[config.mk]
export PLATFORM = sky130hd
export DESIGN_NAME = voice_allocator_flat
export DESIGN_NICKNAME = d
export VERILOG_FILES = /design/src/rtl/voice_allocator_pkg.sv /design/src/rtl/voice_allocator_if.sv /design/src/rtl/voice_age_tracker.sv /design/src/rtl/voice_allocator.sv /design/src/flat_wrapper.sv
export SDC_FILE = /design/constraint.sdc
export NUM_CORES = 1
export LEC_CHECK = 0
export ABC_AREA = 1
export CORE_ASPECT_RATIO = 1.1
export CORE_MARGIN = 2
export CORE_UTILIZATION = 45
export CTS_CLUSTER_SIZE = 12
export DETAILED_ROUTE_END_ITERATION = 10
export DONT_BUFFER_PORTS = 1
export HOLD_SLACK_MARGIN = 0.03
export SKIP_LAST_GASP = 1
export SLEW_MARGIN = 30
export SYNTH_ARGS = -nofsm -noshare
export SYNTH_HDL_FRONTEND = slang
export SYNTH_SLANG_ARGS = --single-unit
[constraint.sdc]
create_clock -name OSC_CLK -period 3.06 [get_ports OSC_CLK]
set_input_delay 0.612 -clock OSC_CLK [delete_from_list [all_inputs] [get_ports OSC_CLK]]
set_output_delay 0.612 -clock OSC_CLK [all_outputs]
set_load 0.005 [all_outputs]
[src/rtl/voice_allocator_pkg.sv]
// Shared types for the voice allocator: FSM states, candidate classes,
// default sizing and the class priority encoder.
package voice_allocator_pkg;

    localparam int VOICES_DEF      = 8;
    localparam int V_WIDTH_DEF     = 3;
    localparam int HOLD_CYCLES_DEF = 256;
    localparam int HOLD_W_DEF      = $clog2(HOLD_CYCLES_DEF) + 1;

    typedef enum logic [1:0] {
        ST_IDLE,
        ST_SCAN,
        ST_COMMIT,
        ST_HOLD
    } va_state_t;

    typedef enum logic [1:0] {
        CLS_NONE,
        CLS_MATCH,
        CLS_FREE,
        CLS_OLDEST
    } va_class_t;

    // Retrigger beats a free voice, which beats stealing.
    function automatic va_class_t pick_class(
        input logic match_f,
        input logic free_f,
        input logic old_f
    );
        if (match_f)     return CLS_MATCH;
        else if (free_f) return CLS_FREE;
        else if (old_f)  return CLS_OLDEST;
        else             return CLS_NONE;
    endfunction

endpackage

[src/rtl/voice_allocator_if.sv]
// Note-event handshake bundle (valid/ready plus event payload).
// master drives the event, slave (the allocator) drives ev_ready.
interface voice_allocator_if;

    logic       ev_valid;
    logic       ev_ready;
    logic       ev_is_on;
    logic [7:0] ev_key;
    logic [7:0] ev_vel;

    modport master (
        output ev_valid,
        output ev_is_on,
        output ev_key,
        output ev_vel,
        input  ev_ready
    );

    modport slave (
        input  ev_valid,
        input  ev_is_on,
        input  ev_key,
        input  ev_vel,
        output ev_ready
    );

endinterface

[src/rtl/voice_age_tracker.sv]
// Voice age ranks: 0 = newest, VOICES-1 = oldest (steal candidate).
// Ports: OSC_CLK, reset_reg_N, promote/promote_idx in, is_oldest out.
module voice_age_tracker #(
    parameter int VOICES  = 8,
    parameter int V_WIDTH = 3
) (
    input  logic               OSC_CLK,
    input  logic               reset_reg_N,
    input  logic               promote,
    input  logic [V_WIDTH-1:0] promote_idx,
    output logic [VOICES-1:0]  is_oldest
);

    logic [V_WIDTH-1:0] rank [VOICES];

    // Everything younger than the promoted voice ages by one, so the
    // ranks stay a permutation without ever wrapping.
    always_ff @(posedge OSC_CLK or negedge reset_reg_N) begin
        if (!reset_reg_N) begin
            for (int i = 0; i < VOICES; i++) begin
                rank[i] <= V_WIDTH'(i);
            end
        end else if (promote) begin
            for (int i = 0; i < VOICES; i++) begin
                if (V_WIDTH'(i) == promote_idx) begin
                    rank[i] <= '0;
                end else if (rank[i] < rank[promote_idx]) begin
                    rank[i] <= rank[i] + 1'b1;
                end
            end
        end
    end

    always_comb begin
        is_oldest = '0;
        for (int i = 0; i < VOICES; i++) begin
            is_oldest[i] = (rank[i] == V_WIDTH'(VOICES - 1));
        end
    end

endmodule

[src/rtl/voice_allocator.sv]
// Note event to synth voice allocator: retrigger, lowest free, or steal.
// Ports: OSC_CLK, reset_reg_N, ev_bus (slave), all_notes_off, voice_free,
// keys_on, note_on, cur_key_adr, cur_key_val, cur_vel_on, cur_vel_off.
module voice_allocator
    import voice_allocator_pkg::*;
#(
    parameter int VOICES      = VOICES_DEF,
    parameter int V_WIDTH     = V_WIDTH_DEF,
    parameter int HOLD_CYCLES = HOLD_CYCLES_DEF
) (
    input  logic                OSC_CLK,
    input  logic                reset_reg_N,
    voice_allocator_if.slave    ev_bus,
    input  logic                all_notes_off,
    input  logic [VOICES-1:0]   voice_free,
    output logic [VOICES-1:0]   keys_on,
    output logic                note_on,
    output logic [V_WIDTH-1:0]  cur_key_adr,
    output logic [7:0]          cur_key_val,
    output logic [7:0]          cur_vel_on,
    output logic [7:0]          cur_vel_off
);

    localparam int HW = $clog2(HOLD_CYCLES) + 1;

    va_state_t          state;
    va_state_t          state_nxt;
    logic [V_WIDTH-1:0] scan_idx;
    logic [HW-1:0]      hold_cnt;
    logic               aon_pend;

    logic               lat_on;
    logic [7:0]         lat_key;
    logic [7:0]         lat_vel;
    logic [7:0]         key_mem [VOICES];

    logic               match_f;
    logic               free_f;
    logic               old_f;
    logic [V_WIDTH-1:0] match_idx;
    logic [V_WIDTH-1:0] free_idx;
    logic [V_WIDTH-1:0] old_idx;

    logic               accept;
    logic               last_scan;
    logic               hold_done;
    logic               aon_now;
    logic               is_match;
    logic               is_free;
    logic               is_old;
    logic [VOICES-1:0]  is_oldest;
    va_class_t          sel_cls;
    logic [V_WIDTH-1:0] sel_idx;
    logic               promote;

    assign aon_now = all_notes_off || aon_pend;

    // A pending or fresh all-notes-off takes the IDLE cycle for itself.
    assign ev_bus.ev_ready = (state == ST_IDLE) && !aon_now;
    assign accept          = ev_bus.ev_valid && ev_bus.ev_ready;
    assign last_scan       = scan_idx == V_WIDTH'(VOICES - 1);
    assign hold_done       = hold_cnt == HW'(HOLD_CYCLES - 1);

    // Classify the voice under the scan pointer; voice_free is live.
    always_comb begin
        is_match = key_mem[scan_idx] == lat_key;
        if (lat_on) begin
            is_match = is_match &&
                (keys_on[scan_idx] || !voice_free[scan_idx]);
        end else begin
            is_match = is_match && keys_on[scan_idx];
        end
        is_free = voice_free[scan_idx] && !keys_on[scan_idx];
        is_old  = is_oldest[scan_idx];
    end

    always_comb begin
        sel_cls = pick_class(match_f, free_f, old_f);
        sel_idx = old_idx;
        unique case (sel_cls)
            CLS_MATCH: sel_idx = match_idx;
            CLS_FREE:  sel_idx = free_idx;
            default:   sel_idx = old_idx;
        endcase
    end

    assign promote = (state == ST_COMMIT) && lat_on;

    voice_age_tracker #(
        .VOICES  (VOICES),
        .V_WIDTH (V_WIDTH)
    ) u_age (
        .OSC_CLK     (OSC_CLK),
        .reset_reg_N (reset_reg_N),
        .promote     (promote),
        .promote_idx (sel_idx),
        .is_oldest   (is_oldest)
    );

    always_ff @(posedge OSC_CLK or negedge reset_reg_N) begin
        if (!reset_reg_N) begin
            state <= ST_IDLE;
        end else begin
            state <= state_nxt;
        end
    end

    always_comb begin
        state_nxt = state;
        unique case (state)
            ST_IDLE: begin
                if (accept) state_nxt = ST_SCAN;
            end
            ST_SCAN: begin
                if (last_scan) state_nxt = ST_COMMIT;
            end
            ST_COMMIT: begin
                state_nxt = lat_on ? ST_HOLD : ST_IDLE;
            end
            ST_HOLD: begin
                if (hold_done) state_nxt = ST_IDLE;
            end
            default: state_nxt = ST_IDLE;
        endcase
    end

    always_ff @(posedge OSC_CLK or negedge reset_reg_N) begin
        if (!reset_reg_N) begin
            scan_idx    <= '0;
            hold_cnt    <= '0;
            aon_pend    <= 1'b0;
            lat_on      <= 1'b0;
            lat_key     <= '0;
            lat_vel     <= '0;
            match_f     <= 1'b0;
            free_f      <= 1'b0;
            old_f       <= 1'b0;
            match_idx   <= '0;
            free_idx    <= '0;
            old_idx     <= '0;
            keys_on     <= '0;
            note_on     <= 1'b0;
            cur_key_adr <= '0;
            cur_key_val <= '0;
            cur_vel_on  <= '0;
            cur_vel_off <= '0;
            for (int i = 0; i < VOICES; i++) begin
                key_mem[i] <= '0;
            end
        end else begin
            if (state != ST_IDLE && all_notes_off) begin
                aon_pend <= 1'b1;
            end
            unique case (state)
                ST_IDLE: begin
                    if (aon_now) begin
                        keys_on  <= '0;
                        aon_pend <= 1'b0;
                    end else if (accept) begin
                        lat_on   <= ev_bus.ev_is_on;
                        lat_key  <= ev_bus.ev_key;
                        lat_vel  <= ev_bus.ev_vel;
                        match_f  <= 1'b0;
                        free_f   <= 1'b0;
                        old_f    <= 1'b0;
                        scan_idx <= '0;
                    end
                end
                ST_SCAN: begin
                    if (is_match && !match_f) begin
                        match_f   <= 1'b1;
                        match_idx <= scan_idx;
                    end
                    if (is_free && !free_f) begin
                        free_f   <= 1'b1;
                        free_idx <= scan_idx;
                    end
                    if (is_old && !old_f) begin
                        old_f   <= 1'b1;
                        old_idx <= scan_idx;
                    end
                    scan_idx <= scan_idx + 1'b1;
                end
                ST_COMMIT: begin
                    hold_cnt <= '0;
                    if (lat_on) begin
                        keys_on[sel_idx] <= 1'b1;
                        key_mem[sel_idx] <= lat_key;
                        cur_key_adr      <= sel_idx;
                        cur_key_val      <= lat_key;
                        cur_vel_on       <= lat_vel;
                        note_on          <= 1'b1;
                    end else if (match_f) begin
                        keys_on[match_idx] <= 1'b0;
                        cur_vel_off        <= lat_vel;
                    end
                end
                ST_HOLD: begin
                    hold_cnt <= hold_cnt + 1'b1;
                    if (hold_done) note_on <= 1'b0;
                end
                default: ;
            endcase
        end
    end

endmodule
[src/flat_wrapper.sv]
// flat-port wrapper written by rule: the top's interface ports become plain ports
module voice_allocator_flat import voice_allocator_pkg::*;
#(
    parameter int VOICES      = VOICES_DEF,
    parameter int V_WIDTH     = V_WIDTH_DEF,
    parameter int HOLD_CYCLES = HOLD_CYCLES_DEF
)
  (OSC_CLK, reset_reg_N, all_notes_off, voice_free, keys_on, note_on, cur_key_adr, cur_key_val, cur_vel_on, cur_vel_off, ev_bus_ev_valid, ev_bus_ev_is_on, ev_bus_ev_key, ev_bus_ev_vel, ev_bus_ev_ready);
  voice_allocator_if ev_bus_i ();
  input  logic OSC_CLK;
  input  logic reset_reg_N;
  input  logic all_notes_off;
  input  logic [VOICES-1:0] voice_free;
  output logic [VOICES-1:0] keys_on;
  output logic note_on;
  output logic [V_WIDTH-1:0] cur_key_adr;
  output logic [7:0] cur_key_val;
  output logic [7:0] cur_vel_on;
  output logic [7:0] cur_vel_off;
  input wire logic [$bits(ev_bus_i.ev_valid)-1:0] ev_bus_ev_valid;
  input wire logic [$bits(ev_bus_i.ev_is_on)-1:0] ev_bus_ev_is_on;
  input wire logic [$bits(ev_bus_i.ev_key)-1:0] ev_bus_ev_key;
  input wire logic [$bits(ev_bus_i.ev_vel)-1:0] ev_bus_ev_vel;
  output wire logic [$bits(ev_bus_i.ev_ready)-1:0] ev_bus_ev_ready;
  assign ev_bus_i.ev_valid = ev_bus_ev_valid;
  assign ev_bus_i.ev_is_on = ev_bus_ev_is_on;
  assign ev_bus_i.ev_key = ev_bus_ev_key;
  assign ev_bus_i.ev_vel = ev_bus_ev_vel;
  assign ev_bus_ev_ready = ev_bus_i.ev_ready;
  voice_allocator #(.VOICES(VOICES), .V_WIDTH(V_WIDTH), .HOLD_CYCLES(HOLD_CYCLES)) u_core (.OSC_CLK(OSC_CLK), .reset_reg_N(reset_reg_N), .ev_bus(ev_bus_i), .all_notes_off(all_notes_off), .voice_free(voice_free), .keys_on(keys_on), .note_on(note_on), .cur_key_adr(cur_key_adr), .cur_key_val(cur_key_val), .cur_vel_on(cur_vel_on), .cur_vel_off(cur_vel_off));
endmodule
==> flow_summary.json, run 1 <==
{
  "status": "finished with violations",
  "violations": "negative hold slack",
  "drt_iter0_drc": 539,
  "clock_latency_ns": 0.44,
  "cp_cell_sequence": "inv_2 > a21oi_4 > inv_2 > ha_4 > inv_2 > or2_4 > nand2_8 > nor2_2 > inv_2 > or2_4 > o21a_1 > o221ai_1 > nand2_1 > nand2_2 > buf_6 > ha_1 > nand2_1 > inv_1 > nand2_2 > nand2_2 > nand3_1 > nand2_1",
  "gr-total-overflow": 0,
  "first_pass_iters": 5,
  "antenna_found_initial": 0,
  "crit_fanout": 7,
  "cp.required_ns": 3.38,
  "power_mw": 4.39,
  "cts_max_path_buffers": 2,
  "routed_wl_um": 23600,
  "routedWlPerCell_um": 17.5,
  "yosysSeqAreaShare_pct": 48.1,
  "drc": 0,
  "hold_ws_ns": -0.135,
  "fin_worst_skew_ns": 0.00948,
  "max_stage_delay_ns": 0.42,
  "syn-num-nets": 1140,
  "relSlewSlack_pct": 40.4,
  "io_buffers": 0,
  "max_clock_freq_mhz": 343,
  "grt_start_max_net_pins": 169,
  "maxCapViolations": 0,
  "crit_type": "reg2reg",
  "setup_ws_ns": 0.142,
  "yosysMostFrequentCell": "nand2_1",
  "arrival_ns": 3.24,
  "netlist_top_cells_count": "301 x nand2_1, 156 x dfrtp_1, 109 x o21ai_0",
  "hp-class": "in2async",
  "antenna_left": 0,
  "synth.top_cell.area_share_pct": 44.5,
  "dieArea_sq_mm": 0.0206,
  "final_layout_size_suffix_gt1_share_pct": 13.7,
  "dp_slack_ns": 0.0333,
  "core_sq_mm": 0.0191,
  "std_cell_rows": 53,
  "p_per_area_mw_per_mm2": 450,
  "yosys.area_share.simple_pct": 28.2,
  "die_y_um": 150,
  "synth_xor_area_share_pct": 0.499,
  "path_buf_inv": 6,
  "synth_largest_area_cell": "dfrtp_1",
  "async_reset_ff_share_pct": 100,
  "hold_viol": 156,
  "start_util_pct": 45.9,
  "ys_types": 42,
  "synthCells": 1081,
  "ios": 66,
  "cp_top_family": "simple AND/OR/NAND/NOR gates",
  "viasPerCell": 5.46,
  "htree_levels": 4,
  "nNetsFinal": 1151,
  "synth-main-ff-cell": "dfrtp_1",
  "period_needed_ns": 2.92,
  "synthAdderAreaFrac_pct": 4.28,
  "end_kind": "flop",
  "p_leak_nw": 4.79,
  "clock_sinks": 168,
  "grt_pass1_wl_um": 38700,
  "fin_crit_sh_pct": 95.4,
  "track_usage_pct": 24.5,
  "slowest_stage": "dfrtp_1",
  "synthMuxAreaShare_pct": 0,
  "grt_pass1_vias": 7180,
  "yosys_warnings": 0,
  "clk_pin_slew_ns": 0.07,
  "ys_ff_latch": 168,
  "place_hpwl_um": 16000,
  "setup_viol": 0,
  "startpoint_type": "flop",
  "synth.avg_cell_area_sq_um": 8.11,
  "cp_common_cell": "inv_2",
  "cts_root_buffer": "clkbuf_16",
  "synth_compound_area_share_pct": 11.9,
  "cts-buffers-inserted": 17,
  "finalCoreUtilization_pct": 51.0,
  "fp.dieW_um": 137,
  "r2r_slack_ns": 0.14,
  "synth_area_sq_mm": 0.00877,
  "syn2layout_area_growth_pct": 11.2,
  "antenna_cells": 0,
  "vias": 7381,
  "worst_pin_slew_ns": 0.880,
  "worst_ir_drop_vdd_mv": 0.382,
  "place_congestion": 0.940,
  "synth_top_family_by_area": "simple AND/OR/NAND/NOR gates",
  "synth_edf_count": 0,
  "cts_tree": "done",
  "ys_top_cells_by_area": "dfrtp_1 45%, nand2_1 13%, o21ai_0 6.2%",
  "maxSlewViolCount": 0
}
## routing by layer
metal / global-route usage (%) / wire length, um
met2: 38.9 / 11100
met5: 0 / 0
met1: 32.8 / 10800
met4: 10.5 / 760
met3: 4.55 / 967
## report_power, final
group	total (mW)	leakage (nW)	internal, mW	switching, mW
clock network	2.16	0.290	1.11	1.05
registers	2.22	2.15	2.22	0.00000000000000000877
logic	0.00572	2.35	0.00194	0.00377
## cell usage in the layout (no fill, tap or decap), types with 3 or more instances in the layout
master,Yosys,final
nand2_1,301,299
dfrtp_1,156,155
o21ai_0,109,108
inv_1,92,87
nand3_1,81,81
nor2_1,76,73
ha_1,30,28
nand2_2,24,26
nand4_1,26,26
a21oi_1,25,23
buf_4,3,23
o21ai_1,18,19
o22ai_1,17,17
clkbuf_16,0,17
inv_2,11,16
nand3_2,13,13
dfstp_2,12,12
o211ai_1,10,10
nor2_2,6,9
nor3_1,5,5
xor2_1,5,5
nand3b_1,5,5
inv_8,0,5
o22a_1,3,3
nand2_4,3,3
inv_6,0,3
clkinv_8,0,3
## state kept, by name, indices dropped and copies added (netlist names)
name and cells:
u_core.aon_pend 1, u_core.u_age.rank 24, u_core.key_mem 64, u_core.keys_on 8, u_core.hold_cnt 9, u_core.free_f 1, u_core.cur_vel_on 8, u_core.old_f 1
u_core.match_idx 3, u_core.old_idx 3, u_core.lat_on 1, u_core.state 2, u_core.note_on 1, u_core.cur_vel_off 8, u_core.match_f 1, u_core.free_idx 3
u_core.cur_key_val 8, u_core.scan_idx 3, u_core.lat_vel 8, u_core.lat_key 8, u_core.cur_key_adr 3
## logic make-up after synthesis
group | count (synthesis)
xor+xnor | 5
buf+inv | 141
compound gates | 191
fa+ha+maj | 30
flops | 168
simple gates | 546
## final timing paths
path / from / end / depth (start not counted)
min in group OSC_CLK: ev_bus_ev_key[1] / u_core.lat_key[1]$_DFFE_PN0P_ / 2
max reg2reg: u_core.old_f$_DFFE_PN0P_ / u_core.u_age.rank[22]$_DFFE_PN0P_ / 22
min reg2reg: u_core.hold_cnt[7]$_DFFE_PN0P_ / u_core.hold_cnt[7]$_DFFE_PN0P_ / 1
min: reset_reg_N / u_core.hold_cnt[6]$_DFFE_PN0P_ / 0
max in group asynchronous: reset_reg_N / u_core.u_age.rank[11]$_DFFE_PN1P_ / 0
max: u_core.old_f$_DFFE_PN0P_ / u_core.u_age.rank[22]$_DFFE_PN0P_ / 22
## stage by stage
step | area [sq um] | TNS, ns | hold WS (ns) | std cells
2_1_floorplan | 8770 | 0 | 0.316 | 1081
3_3_place_gp | 9040 | 0 | 0.323 | 1315
3_5_place_dp | 9040 | 0 | 0.324 | 1315
4_1_cts | 9640 | 0 | -0.150 | 1347
5_1_grt | 9750 | -0.141 | -0.150 | 1352
6_report | 9750 | 0 | -0.135 | 1352
## what timing repair did
| item | in CTS | in global routing |
|---|---|---|
| pin swaps | 0 | 6 |
| hold endpoints to repair | 156 | 156 |
| gates resized for setup | 1 | 19 |
| setup buffers | 0 | 5 |
| endpoints found under the setup margin | 3 | 24 |
## layout make-up
cell class                 count  area, sq um
clock buffer                  17          425
multi-input combinational    772         4000
clock inverter                15          173
timing repair buffer          26          215
sequential                   168         4220
inverter                     107          407
fill                        1898         9350
tap                          247          309
Power figures use the tool's default switching activity.
==> run 2, diff against run 1 <==
- RECOVER_POWER: default -> 100
==> run 2 against run 1 <==
The run still ends with negative hold slack left. Critical path depth is the same. Sequential share of layout area grew 0.099 points. Wire length is essentially flat. Clock power hardly changed. Critical path type unchanged. Largest cell class unchanged. Global-route usage is the same. Critical endpoint unchanged. Cell area fell by 0.26%. Non-clock buffer count stayed put.
==> flow_summary.json, run 2 (same netlist as run 1, synthesis figures left out) <==
{
  "hold_viol": 156,
  "relSlewSlack_pct": 29.8,
  "cts-buffers-inserted": 17,
  "first_pass_iters": 5,
  "track_usage_pct": 24.5,
  "crit_type": "reg2reg",
  "cp_common_cell": "inv_2",
  "dp_slack_ns": 0.0333,
  "antenna_left": 0,
  "syn2layout_area_growth_pct": 10.9,
  "startpoint_type": "flop",
  "layout_commonest_cell": "nand2_1",
  "dieArea_sq_mm": 0.0206,
  "start_util_pct": 45.9,
  "arrival_ns": 3.25,
  "final_cell_mix": "300 x nand2_1, 156 x dfrtp_1, 111 x o21ai_0",
  "std_cell_rows": 53,
  "cp.required_ns": 3.39,
  "top_register": "u_core.key_mem",
  "end_kind": "flop",
  "cts_max_path_buffers": 2,
  "nNetsFinal": 1151,
  "antenna_cells": 0,
  "p_per_area_mw_per_mm2": 451,
  "fin_worst_skew_ns": 0.00969,
  "p_leak_nw": 4.80,
  "largest_reg_flops": 64,
  "slowest_stage": "dfrtp_1",
  "hp-class": "in2async",
  "vias": 7398,
  "power_mw": 4.39,
  "place_hpwl_um": 16000,
  "clock_sinks": 168,
  "reg_top3": "u_core.key_mem (64), u_core.u_age.rank (24), u_core.hold_cnt (9)",
  "period_needed_ns": 2.92,
  "die_y_um": 150,
  "drc": 0,
  "core_sq_mm": 0.0191,
  "max_stage_delay_ns": 0.43,
  "gr-total-overflow": 0,
  "final_layout_size_suffix_gt1_share_pct": 12.4,
  "hold_ws_ns": -0.137,
  "drt_iter0_drc": 596,
  "crit_fanout": 7,
  "grt_pass1_wl_um": 38700,
  "maxSlewViolCount": 0,
  "setup_viol": 0,
  "fp.dieW_um": 137,
  "fin_crit_sh_pct": 95.5,
  "grt_start_max_net_pins": 169,
  "ios": 66,
  "viasPerCell": 5.47,
  "routed_wl_um": 23600,
  "status": "finished with violations",
  "io_buffers": 0,
  "grt_pass1_vias": 7180,
  "violations": "negative hold slack",
  "max_clock_freq_mhz": 342,
  "antenna_found_initial": 0,
  "setup_ws_ns": 0.139,
  "cp_cell_sequence": "inv_2 > a21oi_4 > inv_2 > ha_4 > inv_2 > or2_4 > nand2_8 > nor2_2 > inv_2 > or2_4 > o21a_1 > o221ai_1 > nand2_1 > nand2_2 > buf_6 > ha_1 > nand2_1 > inv_1 > nand2_2 > nand2_2 > nand3_1 > nand2_1",
  "htree_levels": 4,
  "clk_pin_slew_ns": 0.07,
  "maxCapViolations": 0,
  "cts_tree": "done",
  "clock_latency_ns": 0.44,
  "worst_pin_slew_ns": 1.05,
  "routedWlPerCell_um": 17.4,
  "worst_ir_drop_vdd_mv": 0.385,
  "place_congestion": 0.940,
  "cts_root_buffer": "clkbuf_16"
}
run 2: cell count changes in the layout (fill, tap and decap cells not counted), moves of 2 or more:
cell / previous run / this run
inv_2: 16 / 9
buf_4: 23 / 21
nor2_1: 73 / 77
o21ai_0: 108 / 111
o21ai_1: 19 / 16
inv_1: 87 / 94
nor2_2: 9 / 6
run 2: stage by stage:
stage,hold WS (ns),area [sq um],setup TNS (ns),std cells,utilization (%)
2_1_floorplan,0.316,8770,0,1081,-
3_3_place_gp,0.323,9040,0,1315,47.3
3_5_place_dp,0.324,9040,0,1315,47.3
4_1_cts,-0.150,9640,0,1347,50.5
5_1_grt,-0.150,9720,-0.136,1352,50.9
6_report,-0.137,9720,0,1352,50.9
run 2: final timing paths:
| check | startpoint | to | slack (ns) | cells past startpoint |
|---|---|---|---|---|
| worst max-delay path | u_core.old_f$_DFFE_PN0P_ | u_core.u_age.rank[22]$_DFFE_PN0P_ | 0.14 | 22 |
| worst min-delay path | reset_reg_N | u_core.hold_cnt[6]$_DFFE_PN0P_ | -0.14 | 0 |
| worst max register to register | u_core.old_f$_DFFE_PN0P_ | u_core.u_age.rank[22]$_DFFE_PN0P_ | 0.14 | 22 |
| worst min register to register | u_core.hold_cnt[7]$_DFFE_PN0P_ | u_core.hold_cnt[7]$_DFFE_PN0P_ | 0.47 | 1 |
| max in group asynchronous | reset_reg_N | u_core.u_age.rank[11]$_DFFE_PN1P_ | 2.91 | 0 |
| min in group OSC_CLK | ev_bus_ev_key[1] | u_core.lat_key[1]$_DFFE_PN0P_ | 0.29 | 2 |
run 2: final cells by class:
class | count | area (sq um)
Fill cell | 1905 | 9380
Sequential cell | 168 | 4220
Multi-Input combinational cell | 772 | 3980
Clock buffer | 17 | 425
Inverter | 107 | 407
Tap cell | 247 | 309
Timing Repair Buffer | 26 | 209
Clock inverter | 15 | 173
run 2: routing by layer:
layer | wire, um | vias up | GRT usage, %
li1 | - | 3586 | -
met1 | 10800 | 3584 | 32.8
met2 | 11100 | 177 | 38.9
met3 | 958 | 51 | 4.55
met4 | 743 | 0 | 10.5
met5 | 0 | - | 0
run 2: power by group:
part                   switching [mW]  leakage [nW]  internal (mW)  total (mW)
Sequential     0.00000000000000000875          2.15           2.22        2.22
Combinational                 0.00378          2.35        0.00194     0.00572
Clock                            1.06         0.290           1.11        2.16
Total                            1.06          4.80           3.33        4.39
run 2: worst max-delay path: cells and delay by family, from the launching register on:
kind | cells | cell delay (ns)
simple gates | 11 | 1.01
fa+ha+maj | 2 | 0.55
buf+inv | 6 | 0.44
flops | 1 | 0.43
compound gates | 3 | 0.33
run 2: timing repair:
item,4_1_cts,5_1_grt
pin swaps,0,6
endpoints found under the hold margin,156,156
buffers inserted,0,5
resized for setup,1,19
setup endpoints to repair,3,24
